--- src/rtl/alu_result_stage_pkg.sv ---
// Shared opcode constants, buffer state encoding and counter limit for the
// ALU result stage.
package alu_result_stage_pkg;

    localparam int OP_W = 3;

    localparam logic [OP_W-1:0] OP_NOT  = 3'b000;
    localparam logic [OP_W-1:0] OP_AND  = 3'b001;
    localparam logic [OP_W-1:0] OP_OR   = 3'b010;
    localparam logic [OP_W-1:0] OP_XOR  = 3'b011;
    localparam logic [OP_W-1:0] OP_PASS = 3'b100;

    // Number of flag bits carried next to the result: zero, neg, illegal.
    localparam int FLAG_W = 3;

    localparam logic [7:0] ILL_CNT_MAX = 8'hFF;

    typedef enum logic [1:0] {
        BUF_EMPTY = 2'd0,
        BUF_ONE   = 2'd1,
        BUF_TWO   = 2'd2
    } buf_state_e;

endpackage

--- src/rtl/alu_skid_buf.sv ---
// Two-entry valid/ready buffer. HEAD always drives the output side; TAIL only
// fills when a push arrives while HEAD is stalled. Both handshake outputs come
// straight from the state register.
module alu_skid_buf
    import alu_result_stage_pkg::*;
#(
    parameter int W = 11
) (
    input  logic         clk,
    input  logic         reset,
    input  logic         push_valid_i,
    output logic         push_ready_o,
    input  logic [W-1:0] push_data_i,
    output logic         pop_valid_o,
    input  logic         pop_ready_i,
    output logic [W-1:0] pop_data_o
);

    buf_state_e   state_q, state_d;
    logic [W-1:0] head_q, head_d;
    logic [W-1:0] tail_q, tail_d;
    logic         push, pop;

    assign push_ready_o = (state_q != BUF_TWO);
    assign pop_valid_o  = (state_q != BUF_EMPTY);
    assign pop_data_o   = head_q;

    assign push = push_valid_i & push_ready_o;
    assign pop  = pop_valid_o & pop_ready_i;

    // Next-state and entry updates for the EMPTY/ONE/TWO occupancy machine.
    always_comb begin
        state_d = state_q;
        head_d  = head_q;
        tail_d  = tail_q;
        case (state_q)
            BUF_EMPTY: begin
                if (push) begin
                    head_d  = push_data_i;
                    state_d = BUF_ONE;
                end
            end
            BUF_ONE: begin
                if (push && pop) begin
                    head_d = push_data_i;
                end else if (push) begin
                    tail_d  = push_data_i;
                    state_d = BUF_TWO;
                end else if (pop) begin
                    state_d = BUF_EMPTY;
                end
            end
            BUF_TWO: begin
                if (pop) begin
                    head_d  = tail_q;
                    state_d = BUF_ONE;
                end
            end
            default: begin
                state_d = BUF_EMPTY;
            end
        endcase
    end

    // State and entry registers; reset discards anything buffered.
    always_ff @(posedge clk) begin
        if (reset) begin
            state_q <= BUF_EMPTY;
            head_q  <= '0;
            tail_q  <= '0;
        end else begin
            state_q <= state_d;
            head_q  <= head_d;
            tail_q  <= tail_d;
        end
    end

endmodule

--- src/rtl/alu_result_stage.sv ---
// Result stage behind the ALU bitwise units: picks one unit output by opcode,
// derives zero/neg/illegal flags, buffers the tuple toward writeback and
// counts accepted reserved opcodes.
module alu_result_stage
    import alu_result_stage_pkg::*;
#(
    parameter int size = 8
) (
    input  logic            clk,
    input  logic            reset,
    input  logic            in_valid,
    output logic            in_ready,
    input  logic [OP_W-1:0] op,
    input  logic [size-1:0] not_res,
    input  logic [size-1:0] and_res,
    input  logic [size-1:0] or_res,
    input  logic [size-1:0] xor_res,
    input  logic [size-1:0] a_in,
    output logic            out_valid,
    input  logic            out_ready,
    output logic [size-1:0] out_result,
    output logic            out_zero,
    output logic            out_neg,
    output logic            out_illegal,
    output logic [7:0]      illegal_count
);

    localparam int PAY_W = size + FLAG_W;

    logic [size-1:0]  sel_result;
    logic             sel_illegal;
    logic             sel_zero;
    logic             sel_neg;
    logic [PAY_W-1:0] push_payload;
    logic [PAY_W-1:0] head_payload;
    logic             push;
    logic [7:0]       ill_cnt_q, ill_cnt_d;

    // Opcode mux; reserved opcodes yield a zero result flagged illegal.
    always_comb begin
        sel_result  = '0;
        sel_illegal = 1'b0;
        case (op)
            OP_NOT:  sel_result = not_res;
            OP_AND:  sel_result = and_res;
            OP_OR:   sel_result = or_res;
            OP_XOR:  sel_result = xor_res;
            OP_PASS: sel_result = a_in;
            default: sel_illegal = 1'b1;
        endcase
    end

    assign sel_zero     = (sel_result == '0);
    assign sel_neg      = sel_result[size-1];
    assign push_payload = {sel_result, sel_zero, sel_neg, sel_illegal};
    assign push         = in_valid & in_ready;

    alu_skid_buf #(
        .W (PAY_W)
    ) u_buf (
        .clk          (clk),
        .reset        (reset),
        .push_valid_i (in_valid),
        .push_ready_o (in_ready),
        .push_data_i  (push_payload),
        .pop_valid_o  (out_valid),
        .pop_ready_i  (out_ready),
        .pop_data_o   (head_payload)
    );

    assign out_result  = head_payload[PAY_W-1:FLAG_W];
    assign out_zero    = head_payload[2];
    assign out_neg     = head_payload[1];
    assign out_illegal = head_payload[0];

    // Saturating count of reserved opcodes that were actually accepted.
    always_comb begin
        ill_cnt_d = ill_cnt_q;
        if (push && sel_illegal && (ill_cnt_q != ILL_CNT_MAX)) begin
            ill_cnt_d = ill_cnt_q + 8'd1;
        end
    end

    // Counter register.
    always_ff @(posedge clk) begin
        if (reset) begin
            ill_cnt_q <= '0;
        end else begin
            ill_cnt_q <= ill_cnt_d;
        end
    end

    assign illegal_count = ill_cnt_q;

endmodule

--- config.mk ---
export PLATFORM = sky130hd
export DESIGN_NAME = alu_result_stage
export DESIGN_NICKNAME = d
export VERILOG_FILES = /design/src/rtl/alu_result_stage_pkg.sv /design/src/rtl/alu_skid_buf.sv /design/src/rtl/alu_result_stage.sv
export SDC_FILE = /design/constraint.sdc
export NUM_CORES = 1
export LEC_CHECK = 0
export CORE_MARGIN = 4
export CORE_UTILIZATION = 45
export DETAILED_ROUTE_END_ITERATION = 16
export PLACE_DENSITY = 0.8
export SLEW_MARGIN = 20
export SYNTH_ARGS = -nofsm -noshare
export SYNTH_HDL_FRONTEND = slang
export SYNTH_SLANG_ARGS = --single-unit
--- constraint.sdc ---
create_clock -name clk -period 5.2 [get_ports clk]
set_input_delay 1.56 -clock clk [delete_from_list [all_inputs] [get_ports clk]]
set_output_delay 1.56 -clock clk [all_outputs]
set_load 0.02 [all_outputs]
==> out/metrics.yaml, run 1 <==
run_status:
  status: "completed"
worst_hold_path:
  min_path_cells: 2
  min-delay-start: "u_buf.tail_q[9]"
  hp-class: "register to register"
  holdPathEnd: "u_buf.tail_q[9]"
critical_path:
  startpoint: "op[0]"
  cp-start-kind: "input pin"
  slowest_stage: "clkdlybuf4s50_1"
  cp_top_family: "buffers and inverters"
  r2r_end: "illegal_count[4]"
  rrSetupSlack_ns: 3.26
  r2r_start: "u_buf.state_q[1]"
  required_ns: 5.39
  crit_buf_inv: 1
  arrival_ns: 3.90
  r2r_cells: 6
  max_stage_delay_ns: 0.97
  path_max_fanout: 18
  critPathCaptureType: "register"
  path_cells: "clkdlybuf4s50_1 -> nor2b_1 -> a22oi_1 -> o2bb2ai_1 -> or4_4 -> o31ai_1"
  worstSetupPathType: "input pin to register"
logic_synthesis:
  synth_top_area_share_pct: 33.1
  synth-async-reset-ratio_pct: 0
  ys_ff_latch: 30
  yosys_warnings: 0
  yosys.area.top_type: "dfxtp_1"
  syn_inst: 222
  synthTopCellsByArea: "dfxtp_1 33%, nor2_1 5.8%, a21oi_1 5.2%, nand3b_1 3.7%, mux2i_1 3.3%"
  synth.most_common_cell: "dfxtp_1"
  synth_edf_count: 0
  synth_top_flop_cell: "dfxtp_1"
  synth.avg_cell_area_um2: 8.17
  seq_area_frac_synth_pct: 33.1
  synthTopCellsByCount: "30 x dfxtp_1, 28 x nor2_1, 19 x a21oi_1"
  syn_area_mm2: 0.00181
  ys_types: 48
  syn_nets: 270
global_route:
  overflow: 0
  grt_max_degree: 33
  grt_first_pass_wirelength_mm: 8.41
  grt_pass1_vias: 1792
  grt_usage_pct: 20.7
  antenna_found_initial: 0
sta:
  finalCritPeriodShare_pct: 71.4
  setup_tns_ns: 0
  rsz0062_at_grt: "no"
  slew_violations: 0
  skew_ns: 0.00466
  hold_viol: 0
  finalSetupViolCount: 0
  post-route-min-period_ns: 3.71
  tightest_slew_ns: 0.900
  max_freq_mhz: 269
  relSlewSlack_pct: 39.8
clock_network:
  cts_tree: "yes"
  post-cts-setup-buffers: 0
  clockBufferDepth: 2
  cts_htree_levels: 2
  clk_pin_slew_ns: 0.07
  clock_latency_ns: 0.29
  cts-root-buf: "clkbuf_8"
  cts.hold.buffers_added: 0
  clock_sinks: 30
  cts_inserted_buffers: 5
  cts.repair.resized: 0
layout:
  nFillCells: 329
  drive_gt1_share_pct: 6.79
  antennaDiodeCount: 0
  final_nets: 328
  multi_input_area_mm2: 0.00107
  areaGrowthSynthToFinish_pct: 38.4
  final_area_mm2: 0.00251
  ff_latch_area_um2: 601
job:
  maxCapViolations: 0
placement:
  hpwl_mm: 3.78
  io_buffers: 67
  place_congestion: 0.829
  placed_area_mm2: 0.00244
routing:
  vias: 1864
  via_per_inst: 5.68
  post_drt_wl_per_cell_um: 15.5
  drtPass1Iterations: 4
  drtIter0Drc: 181
  drtAntennaViolNets: 0
  finalWirelength_mm: 5.07
  drc: 0
die:
  coreArea_mm2: 0.00377
  start_util_pct: 48.1
  rows: 22
  fp.dieW_um: 71.5
  dieArea_mm2: 0.00511
  die_h_um: 71.5
  num_io_pins: 68
power:
  clkPwrFrac_pct: 31.7
  p_comb_share_pct: 24.2
  peakVddDrop_uv: 174
  p_switching_mw: 0.157
  p_int_mw: 0.400
  p_seq_share_pct: 44.1
  switching_share_pct: 28.1
  power.density_mw_per_mm2: 222
  p_leak_nw: 0.883
[metal layers]
metal / wire [um] / GRT usage (%)
met1: 2200 / 25.3
met2: 2620 / 35.3
met3: 201 / 6.03
met4: 57 / 5.64
met5: 0 / 0
[placed cells by master, fill, tap and decap left out, drive strengths merged, types with 5 or more instances in the layout]
cell / instances
a211oi: 5
a21oi: 20
a22oi: 8
clkbuf: 5
clkdlybuf4s50: 66
dfxtp: 30
inv: 6
mux2i: 6
nand2: 15
nand3b: 9
nor2: 28
nor3: 8
o21ai: 8
o31ai: 5
[layout make-up]
type | count | area share [%]
tap | 48 | 2.39
sequential | 30 | 23.9
timing repair buffer | 68 | 26.8
clock buffer | 5 | 2.74
inverter | 6 | 0.897
clock inverter | 2 | 0.399
multi-input combinational | 169 | 42.8
[worst min-delay path: stages (launching register included)]
cell     delay (ns)
dfxtp_1        0.31
nand2_1        0.05
a21oi_1        0.05
[cell families (layout without fill, tap and decap cells)]
| kind of cell | after synthesis | in the layout | share of synthesized area (%) |
|---|---|---|---|
| simple gates | 87 | 87 | 24.8 |
| compound gates | 66 | 66 | 25.5 |
| flops | 30 | 30 | 33.1 |
| buf+inv | 23 | 81 | 7.59 |
| mux | 10 | 10 | 5.80 |
| xor+xnor | 5 | 5 | 2.42 |
| fa+ha+maj | 1 | 1 | 0.690 |
[worst max path at each step]
stage,cells after the start,to
after floorplan,7,u_buf.pop_data_o[2]
after global placement,6,u_buf.pop_data_o[2]
after detailed placement,6,u_buf.pop_data_o[2]
after CTS,6,u_buf.tail_q[2]
after global routing,6,u_buf.tail_q[2]
final,6,u_buf.tail_q[2]
[stage by stage]
step                      worst slack [ns]  total power, mW  utilization, %  instances  hold slack, ns
after floorplan                       2.14            0.326               -        222           0.437
after global placement                1.29            0.383            64.6        321           0.446
after detailed placement              1.21            0.385            64.6        321           0.450
after CTS                             1.50            0.562            66.7        328           0.459
after global routing                  1.19            0.587            66.6        328           0.483
final                                 1.49            0.557            66.6        328           0.457
[power by group through the flow]
stage          logic [mW]  registers [mW]  clock network, mW
6_report            0.135           0.246              0.176
5_1_grt             0.147           0.247              0.193
4_1_cts             0.135           0.246              0.181
3_5_place_dp        0.134           0.251                  0
3_3_place_gp        0.133           0.250                  0
2_1_floorplan      0.0687           0.257                  0
[registers in the layout, summed over array words and instances (netlist names)]
| signal | flops |
|---|---|
| u_buf.state_q | 2 |
| illegal_count | 8 |
| u_buf.tail_q | 10 |
| u_buf.pop_data_o | 10 |
No activity file was read; power rests on OpenSTA's default activity.
==> inputs of run 2 (changes only) <==
CORE_UTILIZATION = 44   (was 45)
PLACE_DENSITY = 0.79   (was 0.8)
clock period = 3.7 ns   (was 5.2 ns; I/O delays follow)
==> run 2 against run 1 <==
First-iteration DRC count fell by 22%. Clock skew up 0.0017 ns. Final cell count up 2.7%. Flip-flop and latch count did not move. Utilization decreased by 2.2 points. Sequential share of layout area shrank 0.60 points. Clock power is 55% higher. Hold slack got worse by 0.0031 ns. Register-to-register slack worse by 1.5 ns. Critical path depth rose by 1. Critical path type unchanged. Highest routed layer unchanged.
==> out/metrics.yaml, run 2 (synthesis gave the netlist of run 1 again) <==
layout:
  antennaDiodeCount: 0  # unchanged
  final_nets: 334  # was 328
  drive_gt1_share_pct: 8.36  # was 6.79%
  nFillCells: 354  # was 329
  final_common_cell: "clkdlybuf4s50_1"  # unchanged
  stdcell_count: 337  # was 328
  fin_util_pct: 64.4  # was 66.6%
  areaGrowthSynthToFinish_pct: 42.0  # was 38.4%
  final_cell_mix: "67 x clkdlybuf4s50_1, 30 x dfxtp_1, 28 x nor2_1"  # was 66 x clkdlybuf4s50_1, 30 x dfxtp_1, 28 x nor2_1
clock_network:
  cts_inserted_buffers: 5  # unchanged
  cts_tree: "yes"  # unchanged
  cts.hold.buffers_added: 0  # unchanged
  clk_pin_slew_ns: 0.06  # was 0.07 ns
  cts_htree_levels: 2  # unchanged
  clock_sinks: 30  # unchanged
  clock_latency_ns: 0.28  # was 0.29 ns
  post-cts-setup-buffers: 0  # unchanged
  cts-root-buf: "clkbuf_8"  # unchanged
  cts.repair.resized: 0  # unchanged
  clockBufferDepth: 2  # unchanged
sta:
  finalSetupViolCount: 0  # unchanged
  tightest_slew_ns: 0.637  # was 0.900 ns
  hold_viol: 0  # unchanged
  rsz0062_at_grt: "no"  # unchanged
  finalCritPeriodShare_pct: 83.9
  slew_violations: 0  # unchanged
  relSlewSlack_pct: 57.4  # was 39.8%
  skew_ns: 0.00640  # was 0.00466 ns
  post-route-min-period_ns: 3.11
  worst_slack_ns: 0.595  # was 1.49 ns
  whs_ns: 0.454  # was 0.457 ns
  max_freq_mhz: 322
  setup_tns_ns: 0  # unchanged
die:
  dieArea_mm2: 0.00521  # was 0.00511 mm^2
  rows: 23  # was 22
  die_h_um: 72.2  # was 71.5 um
  coreArea_mm2: 0.00400  # was 0.00377 mm^2
  fp.dieW_um: 72.2  # was 71.5 um
  start_util_pct: 45.3  # was 48.1%
  num_io_pins: 68  # unchanged
routing:
  drtIter0Drc: 141  # was 181
  drtPass1Iterations: 4  # unchanged
  drtAntennaViolNets: 0  # unchanged
  post_drt_wl_per_cell_um: 15.4  # was 15.5 um
  drc: 0  # unchanged
  vias: 1889  # was 1864
  finalWirelength_mm: 5.17  # was 5.07 mm
  via_per_inst: 5.61  # was 5.68
global_route:
  grt_max_degree: 20  # was 33
  antenna_found_initial: 0  # unchanged
  grtUsageMet1_pct: 24.6  # was 25.3%
  busiest_layer: "met2"  # unchanged
  grt_use_met2_pct: 35.9  # was 35.3%
  overflow: 0  # unchanged
  grt_first_pass_wirelength_mm: 8.46  # was 8.41 mm
  grt_usage_pct: 20.5  # was 20.7%
  grt.met3_usage_pct: 5.12  # was 6.03%
  grt_pass1_vias: 1827  # was 1792
placement:
  place_congestion: 0.951  # was 0.829
  io_buffers: 67  # unchanged
  hpwl_mm: 3.97  # was 3.78 mm
  dp.cells: 329  # was 321
  place_ws_ns: 0.370  # was 1.21 ns
critical_path:
  arrival_ns: 3.33  # was 3.90 ns
  required_ns: 3.92  # was 5.39 ns
  path_max_fanout: 14  # was 18
  critPathCaptureType: "register"  # unchanged
  worstSetupPathType: "input pin to register"  # unchanged
  cp-start-kind: "input pin"  # unchanged
  rrSetupSlack_ns: 1.76  # was 3.26 ns
job:
  maxCapViolations: 0  # unchanged
worst_hold_path:
  hp-class: "register to register"  # unchanged
run_status:
  status: "completed"  # unchanged
power:
  power.density_mw_per_mm2: 317  # was 222 mW/mm^2
  p_leak_nw: 0.916  # was 0.883 nW
  peakVddDrop_uv: 223  # was 174 uV
## run 2: cell count changes in the layout (fill, tap and decap cells not counted)
| cell | before | now |
|---|---|---|
| clkbuf_1 | 0 | 1 |
| clkinv_2 | 2 | 1 |
| clkbuf_8 | 5 | 6 |
| buf_4 | 1 | 7 |
| clkdlybuf4s50_1 | 66 | 67 |
| buf_2 | 1 | 0 |
## run 2: path summary, 6_finish.rpt
path                            depth (start not counted)           startpoint                   to
worst max-delay path                                    7                op[0]  u_buf.pop_data_o[6]
worst min-delay path                                    2  u_buf.pop_data_o[5]  u_buf.pop_data_o[5]
worst max register to register                          7     u_buf.state_q[1]     illegal_count[6]
worst min register to register                          2  u_buf.pop_data_o[5]  u_buf.pop_data_o[5]
## run 2: cell type report
type	instances	area, um^2	share of cell area, %
Sequential cell	30	601	23.3
Clock buffer	7	86.3	3.35
Multi-Input combinational cell	169	1070	41.7
Timing Repair Buffer	74	723	28.1
Inverter	6	22.5	0.875
Clock inverter	1	5.00	0.194
Tap cell	50	62.6	2.43
## run 2: where the power goes
| group | switching (mW) | internal (mW) | total [mW] | leakage [nW] |
|---|---|---|---|---|
| Sequential | 0.00858 | 0.337 | 0.345 | 0.244 |
| Clock | 0.123 | 0.150 | 0.273 | 0.0482 |
| Combinational | 0.0927 | 0.105 | 0.197 | 0.624 |
| Total | 0.225 | 0.591 | 0.816 | 0.916 |
## run 2: metrics by stage
| step | cell area, um^2 | total power, mW |
|---|---|---|
| global placement | 2480 | 0.545 |
| finish | 2570 | 0.816 |
| global route | 2570 | 0.849 |
| detailed placement | 2480 | 0.547 |
| floorplan | 1810 | 0.458 |
| CTS | 2570 | 0.818 |
## run 2: critical path, stage by stage
cell	delay, ns
clkdlybuf4s50_1	0.59
buf_4	0.26
nor2b_1	0.55
a22oi_1	0.19
o22a_1	0.27
a211o_1	0.30
nand2_1	0.05
## run 2: metal layers
metal	share of wire, %	up-vias	routed length, um
li1	-	929	-
met3	5.5	8	287
met1	40	893	2090
met5	0	-	0
met4	1.6	0	81
met2	52	59	2710
==> inputs of run 3 (changes only) <==
clock period = 3.19 ns   (was 3.7 ns; I/O delays follow)
==> run 3 against run 2 <==
Utilization rose by 1.7 points. Sequential power is 16% higher. Total power increased by 23%. Non-clock buffer count increased by 5. First-iteration DRC count unchanged. Sequential share of layout area decreased by 0.60 points. Worst setup slack got worse by 0.25 ns. Register-to-register slack got worse by 0.52 ns. Die area unchanged. Largest cell class unchanged.
==> out/metrics.yaml, run 3 (synthesis gave the netlist of run 1 again) <==
run_status:
  status: "completed"  # unchanged
layout:
  drive_gt1_share_pct: 10.3  # was 8.36%
  final_cell_mix: "67 x clkdlybuf4s50_1, 30 x dfxtp_1, 28 x nor2_1"  # unchanged
  areaGrowthSynthToFinish_pct: 45.8  # was 42.0%
  antennaDiodeCount: 0  # unchanged
  final_nets: 339  # was 334
  stdcell_count: 342  # was 337
  final_common_cell: "clkdlybuf4s50_1"  # unchanged
die:
  start_util_pct: 45.3  # unchanged
  rows: 23  # unchanged
  die_h_um: 72.2  # unchanged
  fp.dieW_um: 72.2  # unchanged
  coreArea_mm2: 0.00400  # unchanged
  dieArea_mm2: 0.00521  # unchanged
  num_io_pins: 68  # unchanged
power:
  clkPwrFrac_pct: 37.1  # was 33.5%
  p_switching_mw: 0.259  # was 0.225 mW
  p_int_mw: 0.747  # was 0.591 mW
  p_seq_share_pct: 39.8  # was 42.3%
  peakVddDrop_uv: 443  # was 223 uV
  switching_share_pct: 25.7  # was 27.5%
  p_leak_nw: 0.955  # was 0.916 nW
  p_comb_share_pct: 23.2  # was 24.2%
  power.density_mw_per_mm2: 381  # was 317 mW/mm^2
  power_mw: 1.01  # was 0.816 mW
clock_network:
  cts.repair.resized: 0  # unchanged
  cts_htree_levels: 2  # unchanged
  cts.hold.buffers_added: 0  # unchanged
  cts_inserted_buffers: 5  # unchanged
  clk_pin_slew_ns: 0.06  # about the same
  cts-root-buf: "clkbuf_8"  # unchanged
  post-cts-setup-buffers: 0  # unchanged
  cts_tree: "yes"  # unchanged
  clock_latency_ns: 0.28  # about the same
  clock_sinks: 30  # unchanged
  clockBufferDepth: 2  # unchanged
routing:
  drc: 0  # unchanged
  drtIter0Drc: 141  # unchanged
  finalWirelength_mm: 5.04  # was 5.17 mm
  post_drt_wl_per_cell_um: 14.7  # was 15.4 um
  via_per_inst: 5.48  # was 5.61
  drtAntennaViolNets: 0  # unchanged
  vias: 1873  # was 1889
  drtPass1Iterations: 4  # unchanged
global_route:
  grt_pass1_vias: 1811  # was 1827
  overflow: 0  # unchanged
  grt_first_pass_wirelength_mm: 8.31  # was 8.46 mm
  grt_max_degree: 29  # was 20
  antenna_found_initial: 0  # unchanged
  grt_usage_pct: 20.4  # was 20.5%
worst_hold_path:
  hp-class: "register to register"  # unchanged
critical_path:
  rrSetupSlack_ns: 1.24  # was 1.76 ns
  required_ns: 2.23  # was 3.92 ns
  r2r_cells: 7  # unchanged
  critPathCaptureType: "output pin"  # was register
  r2r_end: "illegal_count[5]"  # was illegal_count[6]
  endpoint: "in_ready"  # was u_buf.pop_data_o[6]
  path_max_fanout: 7  # was 14
  r2r_start: "u_buf.state_q[1]"  # unchanged
  cp-start-kind: "register"  # was input pin
  worstSetupPathType: "register to output pin"  # was input pin to register
  arrival_ns: 1.89  # was 3.33 ns
  startpoint: "u_buf.state_q[1]"  # was op[0]
sta:
  post-route-min-period_ns: 2.85
  setup_tns_ns: 0  # unchanged
  hold_viol: 0  # unchanged
  slew_violations: 0  # unchanged
  relSlewSlack_pct: 55.7  # was 57.4%
  tightest_slew_ns: 0.663  # was 0.637 ns
  max_freq_mhz: 351
  rsz0062_at_grt: "no"  # unchanged
  finalCritPeriodShare_pct: 89.3
  whs_ns: 0.457  # was 0.454 ns
  skew_ns: 0.00589  # was 0.00640 ns
  finalSetupViolCount: 0  # unchanged
placement:
  place_congestion: 0.820  # was 0.951
  io_buffers: 67  # unchanged
  dp.cells: 334  # was 329
  hpwl_mm: 3.82  # was 3.97 mm
job:
  maxCapViolations: 0  # unchanged
## run 3: per-layer routing
layer / global-route usage (%) / wire length, um / up-vias
met3: 4.29 / 193 / 8
met5: 0 / 0 / -
li1: - / - / 946
met1: 25.4 / 2170 / 877
met4: 7.52 / 84 / 0
met2: 34.5 / 2590 / 42
## run 3: metrics by stage
| step | utilization, % | cell area, um^2 | worst slack (ns) |
|---|---|---|---|
| after floorplan | - | 1810 | 0.731 |
| after global placement | 63.3 | 2530 | 0.233 |
| after detailed placement | 63.3 | 2530 | 0.200 |
| after CTS | 66.1 | 2640 | 0.346 |
| after global routing | 66.1 | 2640 | 0.213 |
| final | 66.1 | 2640 | 0.340 |
## run 3: how the worst min path moves through the flow
stage                          startpoint         endpoint  depth (start not counted)
after floorplan           u_buf.tail_q[1]  u_buf.tail_q[1]                          2
after global placement    u_buf.tail_q[1]  u_buf.tail_q[1]                          2
after detailed placement  u_buf.tail_q[7]  u_buf.tail_q[7]                          2
after CTS                 u_buf.tail_q[7]  u_buf.tail_q[7]                          2
after global routing      u_buf.tail_q[1]  u_buf.tail_q[1]                          2
final                     u_buf.tail_q[7]  u_buf.tail_q[7]                          2
## run 3: layout make-up
type | instances | area [um^2]
Tap cell | 50 | 62.6
Fill cell | 357 | 1360
Inverter | 6 | 22.5
Clock buffer | 5 | 68.8
Clock inverter | 3 | 40.0
Multi-Input combinational cell | 169 | 1070
Timing Repair Buffer | 79 | 773
Sequential cell | 30 | 601
## run 3: worst max-delay path: stages, from the launching register on
cell,delay [ns]
dfxtp_1,0.45
nor2b_1,0.53
inv_2,0.08
clkdlybuf4s50_1,0.55
## run 3: power by group through the flow
stage	registers, mW	clock network (mW)	logic, mW
final	0.400	0.373	0.233
after global routing	0.402	0.403	0.254
after floorplan	0.419	0	0.112
after global placement	0.408	0	0.230
after detailed placement	0.408	0	0.231
after CTS	0.400	0.377	0.233
